===== src/rtl/handshake_unit.sv =====
// Peripheral side of the HEI handshake: synchronises and debounces the push-button into a
// clean Handshake level, and captures the slide switches on every accepted press.
module handshake_unit #(
  parameter int unsigned DEBOUNCE_CYCLES = 16,
  parameter int unsigned SW_WIDTH        = 8
) (
  input  logic                Clock,
  input  logic                Reset,
  input  logic                Button,
  input  logic [SW_WIDTH-1:0] Switches,
  input  logic                PCHold,
  output logic                Handshake,
  output logic [SW_WIDTH-1:0] SwData,
  output logic [7:0]          PressCount,
  output logic                Waiting
);

  localparam int unsigned CNT_WIDTH = $clog2(DEBOUNCE_CYCLES + 1);
  localparam logic [CNT_WIDTH-1:0] CNT_ONE  = CNT_WIDTH'(1);
  localparam logic [CNT_WIDTH-1:0] CNT_LAST = CNT_WIDTH'(DEBOUNCE_CYCLES - 1);

  typedef enum logic [1:0] {
    StReleased,
    StPressWait,
    StPressed,
    StReleaseWait
  } state_e;

  state_e                state_q;
  logic [CNT_WIDTH-1:0]  cnt_q;
  logic                  btn_meta, btn_s;
  logic [SW_WIDTH-1:0]   sw_meta, sw_s;
  logic                  press_accept, release_accept;

  // The count for the current sampled cycle completes the debounce window. With a window of
  // one cycle the first stable sample already qualifies, so the wait state is bypassed.
  always_comb begin
    press_accept   = 1'b0;
    release_accept = 1'b0;
    unique case (state_q)
      StReleased:    press_accept   = btn_s && (CNT_LAST == '0);
      StPressWait:   press_accept   = btn_s && (cnt_q == CNT_LAST);
      StPressed:     release_accept = !btn_s && (CNT_LAST == '0);
      StReleaseWait: release_accept = !btn_s && (cnt_q == CNT_LAST);
      default: ;
    endcase
  end

  always_ff @(posedge Clock) begin
    if (Reset) begin
      btn_meta   <= 1'b0;
      btn_s      <= 1'b0;
      sw_meta    <= '0;
      sw_s       <= '0;
      state_q    <= StReleased;
      cnt_q      <= '0;
      Handshake  <= 1'b0;
      SwData     <= '0;
      PressCount <= 8'd0;
      Waiting    <= 1'b0;
    end else begin
      btn_meta <= Button;
      btn_s    <= btn_meta;
      sw_meta  <= Switches;
      sw_s     <= sw_meta;
      Waiting  <= PCHold;

      if (press_accept) begin
        state_q    <= StPressed;
        cnt_q      <= '0;
        Handshake  <= 1'b1;
        SwData     <= sw_s;
        PressCount <= PressCount + 8'd1;
      end else if (release_accept) begin
        state_q   <= StReleased;
        cnt_q     <= '0;
        Handshake <= 1'b0;
      end else begin
        unique case (state_q)
          StReleased: begin
            if (btn_s) begin
              state_q <= StPressWait;
              cnt_q   <= CNT_ONE;
            end
          end
          StPressWait: begin
            if (!btn_s) begin
              state_q <= StReleased;
              cnt_q   <= '0;
            end else begin
              cnt_q <= cnt_q + CNT_ONE;
            end
          end
          StPressed: begin
            if (!btn_s) begin
              state_q <= StReleaseWait;
              cnt_q   <= CNT_ONE;
            end
          end
          StReleaseWait: begin
            // A bounce back to pressed returns silently: no new capture or count.
            if (btn_s) begin
              state_q <= StPressed;
              cnt_q   <= '0;
            end else begin
              cnt_q <= cnt_q + CNT_ONE;
            end
          end
          default: begin
            state_q <= StReleased;
            cnt_q   <= '0;
          end
        endcase
      end
    end
  end

endmodule


===== config.mk =====
export PLATFORM = sky130hd
export DESIGN_NAME = handshake_unit
export DESIGN_NICKNAME = d
export VERILOG_FILES = /design/src/rtl/handshake_unit.sv
export SDC_FILE = /design/constraint.sdc
export NUM_CORES = 1
export LEC_CHECK = 0
export ABC_AREA = 1
export BUFFER_PORTS_ARGS = -buffer_cell sky130_fd_sc_hd__buf_2
export CAP_MARGIN = 20
export CORE_AREA = 4 4 63 65
export CTS_CLUSTER_DIAMETER = 60
export DETAILED_ROUTE_END_ITERATION = 10
export DIE_AREA = 0 0 67 69
export HOLD_SLACK_MARGIN = 0.03
export PLACE_DENSITY = 0.71
export SETUP_SLACK_MARGIN = 0.05
export SLEW_MARGIN = 20
export SYNTH_ARGS = -nofsm -noshare
export SYNTH_HDL_FRONTEND = slang
export SYNTH_SLANG_ARGS = --single-unit

===== constraint.sdc =====
create_clock -name Clock -period 2.4 [get_ports Clock]
set_clock_uncertainty 0.2 [all_clocks]
set_input_delay 0.24 -clock Clock [delete_from_list [all_inputs] [get_ports Clock]]
set_output_delay 0.24 -clock Clock [all_outputs]
set_load 0.01 [all_outputs]

; Word-level counts from Yosys, hierarchy flattened
; Index checks and enable logic that the tools add are counted.
[word_totals]
output_inout_bits = 18
wordCells = 50
input_bits = 12
regBits = 43
[classes]
mux = 16
eq_ne = 12
add_sub_neg = 2
n_reduce_logical = 9
[ops]
columns = op, count
row1 = two-way mux 5 bit, 4
row2 = case mux 5 bit (4 select lines), 1
row3 = inequality test 4 bit (second input constant), 4
row4 = two-way mux 2 bit, 6
row5 = adder 8 x 1 -> 8 bit (second input constant), 1
row6 = inequality test 2 bit (second input constant), 4
row7 = case mux 2 bit (4 select lines), 1
row8 = AND reduction 4 bit, 2
row9 = adder 5 x 1 -> 5 bit (second input constant), 1
row10 = equality test 5 x 4 -> 1 bit (second input constant), 1
row11 = equality test 2 bit (second input constant), 2
row12 = two-way mux 1 bit, 4
row13 = OR reduction 3 bit, 1
row14 = equality test 2 x 1 -> 1 bit (second input constant), 1
row15 = logical AND 1 bit, 2
row16 = zero test 2 bit, 1
row17 = AND reduction 2 bit, 1
row18 = nonzero test 2 bit, 1
row19 = zero test 1 bit, 1

; Logic depth before layout (Yosys ltp)
; Gate-level depths: netlist of run 1.
[logic_depth]
depth_word = 5
depth_mapped = 11
depth_no_buf = 11

; Worst setup path before layout of run 1
; OpenSTA, ideal clock, no wires.
[synth_path]
kind = register -> register
start = reg cnt_q[1]
end = reg PressCount[4]
path_stages_with_launch = 10
period_less_slack_ns = 1.646
t_required_ns = 2.084
setup_ns = 0.116
n_path_buf = 0
path_slack_ns = 0.754
t_arrival_ns = 1.330
path_cell_list = dfxtp_1 > ha_1 > nand2_1 > nor2_1 > ha_1 > nand2_2 > nor3_2 > nand2_1 > o21ai_0 > nor2_1
[synth_via]
elab_chain_len = 3
[synth_rtl]
columns = item, line
row1 = "start, declared", 30  ; logic [CNT_WIDTH-1:0] cnt_q;
row2 = "start signal, assigned", 91  ; cnt_q <= cnt_q + CNT_ONE;
row3 = "start signal, assigned", 106  ; cnt_q <= cnt_q + CNT_ONE;
row4 = equality test 5 x 4 -> 1 bit, 42  ; StPressWait: press_accept = btn_s && (cnt_q == CNT_LAST);
row5 = logical AND 1 bit, 42
row6 = two-way mux 1 bit, 40  ; unique case (state_q)
row7 = "end signal, assigned", 73  ; PressCount <= PressCount + 8'd1;
row8 = "end, declared", 14  ; output logic [7:0] PressCount,
; No other way between the ends.
; A chain may end at the register's enable or synchronous reset.

; Worst setup path after layout of run 1
[layout_path]
start = reg cnt_q[1]
end = reg PressCount[2]
; The elaborated chain is that of the path after synthesis.

==> results of run 1 <==
==> worst max-delay path, stage by stage, from the launching register on <==
cell and delay (ns):
dfxtp_1 0.37, ha_1 0.16, nand2_1 0.07, nor2_1 0.09, ha_1 0.16, nand2_2 0.10
inv_1 0.12, nand3_2 0.22, o21bai_1 0.19, and3_1 0.15
==> cell type report <==
type                            count  area, um^2  area share (%)
Sequential cell                    43         861            42.5
Multi-Input combinational cell    124         606            29.9
Timing Repair Buffer               40         253            12.5
Inverter                           43         161            7.97
Tap cell                           46        57.6            2.84
Clock buffer                        6        51.3            2.53
Clock inverter                      2        35.0            1.73
==> flip-flops by register name (all words and copies together), names as in the netlist <==
register / count
SwData: 8
sw_meta: 8
sw_s: 8
btn_s: 1
Waiting: 1
btn_meta: 1
PressCount: 8
cnt_q: 5
Handshake: 1
state_q: 2
==> path summary, 6_finish.rpt <==
path / endpoint / slack [ns] / cells after the start
worst max-delay path: PressCount[2] / 0.54 / 9
worst max register to register: PressCount[2] / 0.54 / 9
worst min-delay path: sw_s[4] / 0.10 / 3
worst min register to register: sw_s[7] / 0.20 / 2
==> power by group <==
part | total [W] | switching (W) | internal [W]
sequential | 0.000736 | 0.00000600 | 0.000730
clock | 0.000470 | 0.000224 | 0.000246
combinational | 0.0000595 | 0.0000301 | 0.0000294
==> per-layer routing <==
| metal | GRT usage [%] | vias to the layer above | part of all wire [%] |
|---|---|---|---|
| met5 | 0 | - | 0 |
| met4 | 5.41 | 0 | 0.65 |
| met3 | 5.84 | 2 | 6.5 |
| met2 | 23.0 | 31 | 48 |
| met1 | 18.1 | 594 | 45 |
| li1 | - | 733 | - |
==> cells in the mapped netlist <==
library cell / n
ha_1: 3
a21oi_1: 9
nand4_1: 5
nand3_1: 5
o21ai_2: 1
and3_1: 1
nand2_4: 1
nand2_1: 27
inv_2: 3
buf_6: 2
or2_2: 1
nand2_2: 5
clkbuf_1: 2
nor2_4: 1
nor2_2: 1
nor3_2: 1
o21ai_0: 13
dfxtp_1: 43
a21oi_2: 1
inv_1: 40
nor2_1: 46
clkbuf_2: 1
nand3_2: 2
o21bai_1: 1
==> logic make-up after synthesis <==
| family | synth area share, % |
|---|---|
| buffers and inverters | 11.8 |
| DFF | 51.8 |
| adders and majority gates | 2.26 |
| and+or+nand+nor | 26.0 |
| AOI/OAI and AO/OA | 8.13 |
==> timing repair <==
item,in CTS,in global routing
setup buffers,0,0
hold buffers,10,0
setup endpoints to repair,0,0
hold endpoints to repair,10,0
==> per-stage QoR <==
| stage | util (%) | instances | area (um^2) | setup WS, ns |
|---|---|---|---|---|
| CTS | 60.7 | 304 | 2020 | 0.522 |
| global placement | 55.1 | 286 | 1840 | 0.587 |
| global route | 60.7 | 304 | 2020 | 0.303 |
| floorplan | - | 215 | 1660 | 0.754 |
| finish | 60.7 | 304 | 2020 | 0.535 |
| detailed placement | 55.1 | 286 | 1840 | 0.549 |
==> out/metrics.cfg, run 1 <==
[status]
status = completed

[clock_network]
cts_buffers = 5
cts_tree = done
cts-root-buf = clkbuf_4
h-tree-depth = 2
insertion_delay_ns = 0.34
clock_sinks = 43
post_cts_resized = 0
clk_pin_slew_ns = 0.13
clockBufferDepth = 2

[timing]
hold_ws_ns = 0.100
post-route-period-util_pct = 77.7
finalHoldViolCount = 0
setup-violations-final = 0
worst_pin_slew_ns = 0.456
finalCriticalPeriod_ns = 1.86
slew_viol_final = 0
slew-limit-headroom_pct = 69.6
setup_tns_ns = 0
max_freq_mhz = 536
rsz0062_at_grt = false

[synth]
yosysTopAreaCell = dfxtp_1
ys_seq_area_share_pct = 51.8
yosysWarnings = 0
syn_avg_cell_area_um2 = 7.73
syn_inst = 215
ys_types = 24
syn-cell-area_um2 = 1660
synth_area_leaders = dfxtp_1 (52%), nor2_1 (10%), inv_1 (9.0%), nand2_1 (6.1%), o21ai_0 (3.9%)
yosysTopAreaCellShare_pct = 51.8
synth_seq_cells = 43
synth_fp_nets = 230

[flow_run]
maxCapViolations = 0

[critical_path]
start_kind = register
crit_start = cnt_q[1]
cp-end-kind = register
required_ns = 2.50
path_max_fanout = 13
r2r_start = cnt_q[1]
cp.arrival_ns = 1.97
worst-setup-path-type = register to register

[place]
port_buffers = 29
hpwl_um = 1950
gp_congestion = 0.805

[power_and_ir_drop]
max-vdd-ir-drop_uv = 474
finalPower_w = 0.00127
power-per-cell-area_nw_per_um2 = 625
power_leakage_nw = 1.02

[layout]
layout_commonest_cell = nor2_1
drive_gt1_share_pct = 21.3
nets = 272
final_cell_mix = nor2_1 (46), dfxtp_1 (43), inv_1 (40)
syn2layout_area_growth_pct = 21.7
fillers = 309
antennaDiodeCount = 0

[routing]
firstDrtPassIters = 4
drc = 0
wl_um = 2910
vias = 1360
vias_per_cell = 4.47
antenna_left = 0
drt_iter0_drc = 42
wl_per_cell_um = 9.57

[grt]
grt_pass1_wl_um = 5250
grt_max_degree = 21
grt_usage_pct = 14.8
grt_antenna_before_repair = 0
overflow = 0
first_global_vias = 1243

[die]
die_h_um = 69
die-area_um2 = 4620
core_um2 = 3340
start_util_pct = 49.8
pin_count = 30
die_w_um = 67
rows = 21

[hold_path]
hp-class = input pin to register
hp-start = Reset

Power figures use the tool's default switching activity.
==> run 2, diff against run 1 <==
Settings changed: CORE_AREA 4 4 63 65 to 4 4 64 66, DIE_AREA 0 0 67 69 to 0 0 68 70, PLACE_DENSITY 0.71 to 0.72.
Clock period 2.4 ns to 1.7 ns, I/O delays scaled along.
==> run 2 against run 1 <==
Effect of this change:
- the run now ends with negative setup slack left
- combinational power is 68% higher
- sequential power is 41% higher
- total power is 39% higher
- final cell count is 5.9% higher
- first-iteration DRC count is 69% higher
- fmax is 3.4% higher
- critical path type unchanged
- clock-buffer cell count is 1 lower
- non-clock buffer count is 17 higher
- worst setup slack worse by 0.64 ns
- sequential share of layout area is 4.7 points lower
==> out/metrics.cfg, run 2 (synthesis results as in run 1) <==
[status]
status = finished with violations
violations = negative setup slack

[critical_path]
cp.arrival_ns = 1.85  ; -0.12 ns
start_kind = register
cp_top_family = simple AND/OR/NAND/NOR gates
cpMaxStageDelayCell = dfxtp_2
worst-path-buf-inv = 1  ; unchanged
cp-end-kind = register
path_max_fanout = 5  ; -8
cp_cell_sequence = ha_4 > nand2_4 > nor2_4 > ha_4 > nand2_4 > nor2_4 > buf_4 > nand2_1 > o21ai_1 > a21oi_1
required_ns = 1.74  ; -0.76 ns
worst-setup-path-type = register to register
slowest_delay_ns = 0.37  ; about the same

[die]
start_util_pct = 46.5  ; -3.4 points
die_w_um = 68  ; +1.5%
die_h_um = 70  ; +1.4%
pin_count = 30  ; unchanged
die-area_um2 = 4760  ; +3.0%
rows = 22  ; +4.8%
core_um2 = 3580  ; +7.2%

[clock_network]
cts-root-buf = clkbuf_4
h-tree-depth = 2  ; unchanged
cts_tree = done
clock_sinks = 43  ; unchanged
cts_buffers = 5  ; unchanged
insertion_delay_ns = 0.34  ; about the same
clockBufferDepth = 2  ; unchanged
clk_pin_slew_ns = 0.13  ; about the same

[timing]
max_freq_mhz = 555  ; +3.4%
finalCriticalPeriod_ns = 1.80  ; -0.0617 ns
slew-limit-headroom_pct = 61.9  ; -7.7 points
rsz0062_at_grt = true
worst_pin_slew_ns = 0.572  ; +0.115 ns
setup_ws_ns = -0.103  ; -0.638 ns
finalHoldViolCount = 0  ; unchanged
slew_viol_final = 0  ; unchanged
post-route-period-util_pct = 106  ; +28 points
setup-violations-final = 9  ; +9

[power_and_ir_drop]
power-per-cell-area_nw_per_um2 = 773  ; +24%
p_sw_share_pct = 21.6  ; +1.0 points
sequentialPowerShare_pct = 59.1  ; +1.0 points
switchingPower_w = 0.000380  ; +46%
p_int_w = 0.00138  ; +38%
power_leakage_nw = 1.14  ; +12%
p_clk_share_pct = 35.3  ; -1.9 points
max-vdd-ir-drop_uv = 590  ; +25%
power_frac_comb_pct = 5.7  ; +1.0 points

[layout]
final_cell_mix = dfxtp_1 (41), nor2_1 (40), inv_1 (39)
syn2layout_area_growth_pct = 37.2
multi_input_area_um2 = 704  ; +16%
ff_latch_area_um2 = 863  ; +0.29%
fillers = 300  ; -2.9%
nets = 289  ; +6.3%
finish.utilization_pct = 63.8  ; +3.1 points
layout.cells.non_filler = 322  ; +5.9%
antennaDiodeCount = 0  ; unchanged
drive_gt1_share_pct = 30.3  ; +9.0 points
layout_commonest_cell = dfxtp_1

[routing]
wl_um = 3340  ; +15%
drc = 0  ; unchanged
drt_iter0_drc = 71  ; +69%
firstDrtPassIters = 6  ; +2
vias = 1447  ; +6.4%
wl_per_cell_um = 10.4  ; +8.5%
vias_per_cell = 4.49  ; +0.45%
antenna_left = 0  ; unchanged

[grt]
grt_max_degree = 21  ; unchanged
grt_pass1_wl_um = 5580  ; +6.2%
grt_antenna_before_repair = 0  ; unchanged
grt_usage_pct = 14.8  ; +0.080 points
overflow = 0  ; unchanged
first_global_vias = 1346  ; +8.3%

[place]
gp_congestion = 0.778  ; -3.4%
hpwl_um = 2060  ; +5.5%
dp.cells = 296  ; +3.5%
port_buffers = 29  ; unchanged

[flow_run]
maxCapViolations = 0  ; unchanged

[hold_path]
hp-class = register to register

## run 2: per-stage QoR
step	total power, W	setup WS (ns)	hold slack (ns)	cell area, um^2	setup TNS (ns)
floorplan	0.00110	0.0537	0.0770	1660	0
global placement	0.00113	-0.0413	0.170	1900	-0.322
detailed placement	0.00113	-0.115	0.176	1900	-1.21
CTS	0.00177	-0.0432	0.211	2190	-0.321
global route	0.00183	-0.228	0.228	2280	-2.30
finish	0.00176	-0.103	0.206	2280	-0.614
## run 2: repair_timing
item                                    in CTS  in global routing
hold buffers                                15                  0
pin swaps                                    9                 13
buffers inserted                             0                  4
endpoints found under the hold margin       14                  0
endpoints found under the setup margin      23                 27
resized for setup                           22                 17
## run 2: layout make-up
cell class	count	share of cell area [%]
Timing Repair Buffer	57	18.2
Tap cell	48	2.63
Clock buffer	5	1.64
Multi-Input combinational cell	124	30.9
Clock inverter	2	1.64
Inverter	43	7.18
Sequential cell	43	37.8
## run 2: worst reg2reg max path, stage by stage, from the launching register on
cell and delay (ns):
dfxtp_2 0.37, ha_4 0.15, nand2_4 0.05, nor2_4 0.13, ha_4 0.15, nand2_4 0.08
nor2_4 0.19, buf_4 0.15, nand2_1 0.06, o21ai_1 0.13, a21oi_1 0.05
## run 2: final timing paths
| path | start | endpoint | slack (ns) | depth (start not counted) |
|---|---|---|---|---|
| worst max-delay path | cnt_q[0] | PressCount[3] | -0.10 | 10 |
| worst max register to register | cnt_q[0] | PressCount[3] | -0.10 | 10 |
| worst min register to register | sw_meta[0] | sw_s[0] | 0.21 | 2 |
| worst min-delay path | sw_meta[0] | sw_s[0] | 0.21 | 2 |
## run 2: metal layers
| layer | vias to the layer above | part of all wire, % | wire (um) | GRT usage, % |
|---|---|---|---|---|
| met2 | 32 | 48 | 1600 | 24.2 |
| met4 | 0 | 1.8 | 59 | 4.64 |
| met1 | 638 | 46 | 1530 | 18.8 |
| li1 | 771 | - | - | - |
| met3 | 6 | 4.3 | 144 | 3.70 |
| met5 | - | 0 | 0 | 0 |
## run 2: power groups by stage
stage | logic, W | clock network, W | registers [W]
after CTS | 0.0000957 | 0.000639 | 0.00104
after floorplan | 0.0000441 | 0 | 0.00106
after global placement | 0.0000658 | 0 | 0.00106
after detailed placement | 0.0000672 | 0 | 0.00106
final | 0.0000999 | 0.000622 | 0.00104
after global routing | 0.000114 | 0.000669 | 0.00104
